**src/rtl/iommu_fq_writer.sv**
```systemverilog
// Fault-queue writer: packs fault reports into 32-byte records and writes them into the
// memory-resident circular fault queue. Define IOMMU_FQ_IOTVAL2_EN to carry iotval2 in beat 3.
module iommu_fq_writer #(
    parameter int LOG2_MAX_ENTRIES = 12
) (
    input  logic                        clk_i,
    input  logic                        rst_ni,
    input  logic [43:0]                 fqb_ppn_i,
    input  logic [4:0]                  fqb_log2szm1_i,
    input  logic [LOG2_MAX_ENTRIES-1:0] fqh_i,
    input  logic                        fqen_i,
    input  logic                        fqmf_clr_i,
    input  logic                        fqof_clr_i,
    input  logic                        fip_clr_i,
    input  logic                        ev_valid_i,
    output logic                        ev_ready_o,
    input  logic [11:0]                 ev_cause_i,
    input  logic [5:0]                  ev_ttyp_i,
    input  logic [23:0]                 ev_did_i,
    input  logic [19:0]                 ev_pid_i,
    input  logic                        ev_pv_i,
    input  logic                        ev_priv_i,
    input  logic [63:0]                 ev_iotval_i,
    input  logic [63:0]                 ev_iotval2_i,
    output logic                        mem_req_o,
    output logic [63:0]                 mem_addr_o,
    output logic [63:0]                 mem_wdata_o,
    output logic                        mem_last_o,
    input  logic                        mem_gnt_i,
    input  logic                        mem_resp_i,
    input  logic                        mem_err_i,
    output logic [LOG2_MAX_ENTRIES-1:0] fqt_o,
    output logic                        fqon_o,
    output logic                        fqmf_o,
    output logic                        fqof_o,
    output logic                        fip_o,
    output logic [1:0]                  dbg_state_o
);

    // Event handshake: an event transfers on a rising edge where ev_valid_i && ev_ready_o;
    // memory beats transfer on a rising edge where mem_req_o && mem_gnt_i.
    typedef enum logic [1:0] {
        ST_OFF   = 2'd0,
        ST_IDLE  = 2'd1,
        ST_WRITE = 2'd2,
        ST_RESP  = 2'd3
    } state_e;

    localparam logic [5:0]                  MAX_SZ = 6'(LOG2_MAX_ENTRIES);
    localparam logic [LOG2_MAX_ENTRIES-1:0] ONE    = 1;

    state_e                      state_q, state_d;
    logic [LOG2_MAX_ENTRIES-1:0] tail_q, tail_d, mask, tail_inc;
    logic [1:0]                  beat_q, beat_d;
    logic [63:0]                 beat0_q, iotval_q, addr_q, rec_addr, beat3;
    logic [5:0]                  qsz;
    logic                        fqmf_q, fqof_q, fip_q, ready_q, ready_d;
    logic                        ev_fire, full, latch_ev, set_of, set_mf, set_fip, clr_flags;

`ifdef IOMMU_FQ_IOTVAL2_EN
    logic [63:0] iotval2_q;
    assign beat3 = iotval2_q;
`else
    logic unused_iotval2;
    assign unused_iotval2 = ^ev_iotval2_i;
    assign beat3          = '0;
`endif

    // Queue size is 2^(log2szm1+1) records, never larger than the pointer width allows.
    always_comb begin
        qsz = {1'b0, fqb_log2szm1_i} + 6'd1;
        if (qsz > MAX_SZ) qsz = MAX_SZ;
        mask = '0;
        for (int i = 0; i < LOG2_MAX_ENTRIES; i++) begin
            mask[i] = (i < int'(qsz));
        end
    end

    assign tail_inc = (tail_q + ONE) & mask;
    assign full     = (tail_inc == fqh_i);
    assign rec_addr = {8'd0, fqb_ppn_i, 12'd0}
                    + ({{(64-LOG2_MAX_ENTRIES){1'b0}}, tail_q} << 5);
    assign ev_fire  = ev_valid_i & ready_q;

    always_comb begin
        state_d    = state_q;
        tail_d     = tail_q;
        beat_d     = beat_q;
        latch_ev   = 1'b0;
        set_of     = 1'b0;
        set_mf     = 1'b0;
        set_fip    = 1'b0;
        clr_flags  = 1'b0;
        mem_req_o  = 1'b0;
        mem_last_o = 1'b0;
        case (state_q)
            ST_OFF: begin
                if (fqen_i) begin
                    state_d   = ST_IDLE;
                    tail_d    = '0;
                    clr_flags = 1'b1;
                end
            end
            ST_IDLE: begin
                if (!fqen_i) begin
                    state_d = ST_OFF;
                end else if (ev_fire && !fqmf_q && !fqof_q) begin
                    if (full) begin
                        set_of = 1'b1;
                    end else begin
                        latch_ev = 1'b1;
                        beat_d   = 2'd0;
                        state_d  = ST_WRITE;
                    end
                end
            end
            ST_WRITE: begin
                mem_req_o  = 1'b1;
                mem_last_o = (beat_q == 2'd3);
                if (mem_gnt_i) begin
                    beat_d = beat_q + 2'd1;
                    if (beat_q == 2'd3) state_d = ST_RESP;
                end
            end
            ST_RESP: begin
                if (mem_resp_i) begin
                    if (mem_err_i) begin
                        set_mf = 1'b1;
                    end else begin
                        tail_d  = tail_inc;
                        set_fip = 1'b1;
                    end
                    state_d = ST_IDLE;
                end
            end
            default: state_d = ST_OFF;
        endcase
    end

    // Ready is registered so it reads 0 while reset is held.
    assign ready_d = (state_d == ST_OFF) || (state_d == ST_IDLE);

    always_ff @(posedge clk_i or negedge rst_ni) begin
        if (!rst_ni) begin
            state_q  <= ST_OFF;
            tail_q   <= '0;
            beat_q   <= '0;
            ready_q  <= 1'b0;
            beat0_q  <= '0;
            iotval_q <= '0;
            addr_q   <= '0;
            fqmf_q   <= 1'b0;
            fqof_q   <= 1'b0;
            fip_q    <= 1'b0;
        end else begin
            state_q <= state_d;
            tail_q  <= tail_d;
            beat_q  <= beat_d;
            ready_q <= ready_d;
            if (latch_ev) begin
                beat0_q  <= {ev_did_i, ev_ttyp_i, ev_priv_i, ev_pv_i, ev_pid_i, ev_cause_i};
                iotval_q <= ev_iotval_i;
                addr_q   <= rec_addr;
            end
            // Set beats a same-cycle clear pulse.
            if (set_mf)                        fqmf_q <= 1'b1;
            else if (clr_flags || fqmf_clr_i)  fqmf_q <= 1'b0;
            if (set_of)                        fqof_q <= 1'b1;
            else if (clr_flags || fqof_clr_i)  fqof_q <= 1'b0;
            if (set_fip)                       fip_q  <= 1'b1;
            else if (fip_clr_i)                fip_q  <= 1'b0;
        end
    end

`ifdef IOMMU_FQ_IOTVAL2_EN
    always_ff @(posedge clk_i or negedge rst_ni) begin
        if (!rst_ni)       iotval2_q <= '0;
        else if (latch_ev) iotval2_q <= ev_iotval2_i;
    end
`endif

    always_comb begin
        case (beat_q)
            2'd0:    mem_wdata_o = beat0_q;
            2'd1:    mem_wdata_o = '0;
            2'd2:    mem_wdata_o = iotval_q;
            default: mem_wdata_o = beat3;
        endcase
    end

    assign mem_addr_o  = addr_q;
    assign ev_ready_o  = ready_q;
    assign fqt_o       = tail_q;
    assign fqon_o      = (state_q != ST_OFF);
    assign fqmf_o      = fqmf_q;
    assign fqof_o      = fqof_q;
    assign fip_o       = fip_q;
    assign dbg_state_o = state_q;

endmodule

```
**config.mk**
```make
export PLATFORM = sky130hd
export DESIGN_NAME = iommu_fq_writer
export DESIGN_NICKNAME = d
export VERILOG_FILES = /design/src/rtl/iommu_fq_writer.sv
export SDC_FILE = /design/constraint.sdc
export NUM_CORES = 1
export LEC_CHECK = 0
export CORE_MARGIN = 2
export CORE_UTILIZATION = 40
export DETAILED_ROUTE_END_ITERATION = 10
export MAX_ROUTING_LAYER = met4
export PLACE_DENSITY = 0.86
export SLEW_MARGIN = 30
export SYNTH_ARGS = -nofsm -noshare
export SYNTH_HDL_FRONTEND = slang
export SYNTH_SLANG_ARGS = --single-unit
```
**constraint.sdc**
```tcl
create_clock -name clk_i -period 8.6 [get_ports clk_i]
set_input_delay 1.29 -clock clk_i [delete_from_list [all_inputs] [get_ports clk_i]]
set_output_delay 1.29 -clock clk_i [all_outputs]
set_load 0.05 [all_outputs]
```
==> impl_results.md <==
- Result of the run: complete, no violations
- H-tree depth: 4
- Clock tree from TritonCTS: done
- Floorplan die area: 27000 µm²
- Initial antenna violation count: 0
- Largest delay share family, worst path: buffers and inverters
- Count of pins over their slew limit: 0
- Number of routed nets with antenna violations: 0
- Cell with the largest stage delay on the worst path: sky130_fd_sc_hd__clkdlybuf4s50_1
- Count of flip-flops with a built-in enable after synthesis: 0
- Synth top area cells: sky130_fd_sc_hd__dfrtp_1 49%, sky130_fd_sc_hd__mux2_1 16%, sky130_fd_sc_hd__a22o_1 6.1%
- Worst setup skew after layout: 0.02445 ns
- Number of global-route vias before repair: 8013
- Cells traversed along the worst timing path: clkdlybuf4s50_1 -> ha_1 -> and2_4 -> and4_4 -> a221o_1 -> a221o_1 -> nor4_1 -> o2111ai_1 -> o31ai_4 -> buf_12 -> buf_16 -> mux2_1
- Count of vias placed by the detailed router: 7922
- Fill cell instance count of the final layout: 2074
- Yosys warns: 0
- Maximum single-stage delay on the critical path: 0.57 ns
- Area fraction of the dominant cell type after synthesis: 0.4869
- Root buffer selected by CTS: sky130_fd_sc_hd__clkbuf_16
- Final worst hold slack: 0.4920 ns
- Relative area change from synthesis to final layout: 39.43%
- FP Rows: 58
- Setup-failing EPs final: 0
- Number of design rule violations left after detail routing: 0
- Power per Cell Area: 326.8 nW/µm²
- Count of final hold-check violations: 0
- Minimum clock period: 5.323 ns
- Setup repair bufs after CTS: 0
- Cell seen most often among critical-path stages: sky130_fd_sc_hd__a221o_1
- Maximum number of pins on one net before global-route repair: 184
- Top routing layer used: met4
- Dominant register cell in the synthesized netlist: sky130_fd_sc_hd__dfrtp_1
- Placeable core region: 25180 µm²
- Residual overflow from global routing: 0
- Global-route wire length before repair: 42.80 mm
- Starting utilization of the core area: 0.4082
- Number of hold buffers added after cts: 0
- Max-Slew Margin vs Limit: 0.4610
- Number of distinct standard cells referenced by the synthesized netlist: 65
- Dpl hpwl: 20.05 mm
- Routed length on met3: 2.298 mm
- Cell types with the highest counts after synthesis: 200 x sky130_fd_sc_hd__dfrtp_1, 147 x sky130_fd_sc_hd__mux2_1, 72 x sky130_fd_sc_hd__a22o_1
- Peak Freq: 187.9 MHz
- Proportion of register bits with asynchronous set or reset after synthesis: 1.000
- GRT Resource Usage Total: 0.2088
- Post-synthesis area per instance: 12.08 µm²
- VDD IR-drop max: 0.1860 mV
- Pre-CTS setup slack: 2.951 ns
- Antenna cells: 0
- Via count normalized by instance count: 5.281
- Adder and majority cell fraction of the synthesized area: 0.01534
- Portion of netlist area occupied by mux cells: 0.1979
- Sinks on the clock net: 200
- Total of buffers placed on input and output ports: 335
- Crit path kind: primary input to flip-flop
- Compound-gate portion of the synthesized area: 0.1150
- Post-cts sizing count: 0
- Post-Route WL: 27.68 mm
- Most common cell in the netlist: sky130_fd_sc_hd__dfrtp_1
- Number of nets in the finished design: 1433
- Arrival time at the worst endpoint: 5.62 ns
- Die width: 164.3 µm
- Launching element type of the critical path: primary input
- Average wire per cell in the routed design: 18.45 µm
- Reg clk slew, reported paths: 0.08 ns
- Post-synthesis cell type with the largest combined area: sky130_fd_sc_hd__dfrtp_1
- Placer Congestion: 0.9597
- Met1 wire length: 11.32 mm
- Number of ports placed on the die boundary: 412
- Setup slack after layout: 3.277 ns
- Post-Route Setup TNS: 0 ns
- Xor-xnor portion of the synthesized cell area: 0.04601
- Final clock period utilization by the worst path: 0.6189
- Critical-path maximum fanout: 121
- Setup repair after global routing missed its margin: false
- Transition time at the pin with the least slew margin: 0.7861 ns
- Share of synthesized cell area in and, or, nand and nor gates: 0.08654
- TritonCTS Buffers: 17
- Dominant combinational cell family by area after synthesis: multiplexers
- Buffer levels on the longest clock path: 2
- Detail Route met2 WL: 13.51 mm
- Share of synthesized area occupied by flip-flops and latches: 0.4869
- Source-to-sink clock delay at the later pin of the worst-skew pair: 0.44 ns
- Critical Path Sink Type: flip-flop
- Length of the first detailed-routing pass in iterations: 5
- Max-capacitance violation count: 0
- Total leakage power: 0.005920 µW
- Number of buffer and inverter instances along the worst setup path: 3
- Min-delay worst type: flip-flop to flip-flop
- Initial DRC Count: 528
- Synthesized flop and latch total: 200
- Number of cells produced by synthesis: 851
- Y dimension of the die: 164.3 µm
- Mapped cell area: 10280 µm²
- Share of post-route cells with drive strength above 1: 0.07265
- Worst path required time: 8.90 ns
[cells by family (layout without fill, tap and decap cells)]
family,Yosys count,count (layout)
AOI/OAI and AO/OA,151,151
adders and majority gates,12,12
muxes,181,181
DFF,200,200
buffers and inverters,80,388
and+or+nand+nor,172,172
xor gates and xnor gates,54,54
other,1,12
[state kept, by name (all words and copies together), names as in the netlist]
signal / flops
ev_ready_o: 1
mem_addr_o: 52
iotval_q: 64
beat0_q: 64
fip_o: 1
fqmf_o: 1
fqt_o: 12
fqof_o: 1
beat_q: 2
dbg_state_o: 2
[worst register-to-register path: stages, from the launching register on]
cell,delay (ns)
sky130_fd_sc_hd__dfrtp_1,0.57
sky130_fd_sc_hd__ha_1,0.40
sky130_fd_sc_hd__inv_1,0.10
sky130_fd_sc_hd__nor3_1,0.24
sky130_fd_sc_hd__o22ai_1,0.19
sky130_fd_sc_hd__a221oi_1,0.34
sky130_fd_sc_hd__and4b_1,0.23
sky130_fd_sc_hd__o2111ai_1,0.17
sky130_fd_sc_hd__o31ai_4,0.26
sky130_fd_sc_hd__buf_12,0.33
sky130_fd_sc_hd__buf_16,0.51
sky130_fd_sc_hd__mux2_1,0.56
[power by group]
| group | switching (µW) | internal, µW | total [µW] |
|---|---|---|---|
| logic | 1370 | 886 | 2250 |
| clock network | 402 | 419 | 822 |
| registers | 244 | 1370 | 1610 |
| total | 2010 | 2670 | 4680 |
[area by class of cell]
class	count	area, µm²	share of cell area
clock inverters	14	176.4	0.01231
flip-flops and latches	200	5005	0.3492
clock buffers	17	425.4	0.02968
well taps	330	412.9	0.02881
inverters	15	56.30	0.003928
repair buffers	342	3457	0.2412
multi-input cells	582	4801	0.3349
[stage by stage]
step           utilization  cells  cell area [µm²]  power, µW
3_5_place_dp        0.5439   1468            13700       3896
4_1_cts             0.5678   1499            14300       4729
3_3_place_gp        0.5434   1468            13680       3825
6_report            0.5692   1500            14330       4684
5_1_grt             0.5692   1500            14330       4919
2_1_floorplan            -    862            10320       3113
[layout by cell type (no fill, tap or decap), types with 12 or more instances in the layout]
master and n:
sky130_fd_sc_hd__mux2_1 147, sky130_fd_sc_hd__a22o_1 72, sky130_fd_sc_hd__o21ai_0 15, sky130_fd_sc_hd__nand3_1 25, sky130_fd_sc_hd__a21oi_1 13, sky130_fd_sc_hd__xor2_1 12
sky130_fd_sc_hd__nand2_1 43, sky130_fd_sc_hd__inv_1 15, sky130_fd_sc_hd__nor2_1 31, sky130_fd_sc_hd__dfrtp_1 200, sky130_fd_sc_hd__nand4_1 12, sky130_fd_sc_hd__clkdlybuf4s50_1 334
sky130_fd_sc_hd__conb_1 12, sky130_fd_sc_hd__mux2_2 31, sky130_fd_sc_hd__clkbuf_16 18, sky130_fd_sc_hd__xnor2_1 42
[metal layers]
metal,track usage,up-vias
met1,0.2452,3891
met4,0.06100,0
met5,-,-
li1,-,3697
met3,0.06263,38
met2,0.3467,296
[worst paths after layout]
kind / slack, ns / startpoint / end / depth (start not counted)
max: 3.28 / fqb_log2szm1_i[0] / mem_addr_o[54]$_DFFE_PN0P_ / 12
min: 0.49 / mem_addr_o[26]$_DFFE_PN0P_ / mem_addr_o[26]$_DFFE_PN0P_ / 1
max reg2reg: 4.56 / fqt_o[0]$_DFFE_PN0P_ / mem_addr_o[54]$_DFFE_PN0P_ / 11
min reg2reg: 0.49 / mem_addr_o[26]$_DFFE_PN0P_ / mem_addr_o[26]$_DFFE_PN0P_ / 1
max in group asynchronous: 6.59 / rst_ni / iotval_q[3]$_DFFE_PN0P_ / 2
min in group asynchronous: 0.87 / rst_ni / beat0_q[43]$_DFFE_PN0P_ / 1
Note: power is estimated with default switching activity, not from simulation.
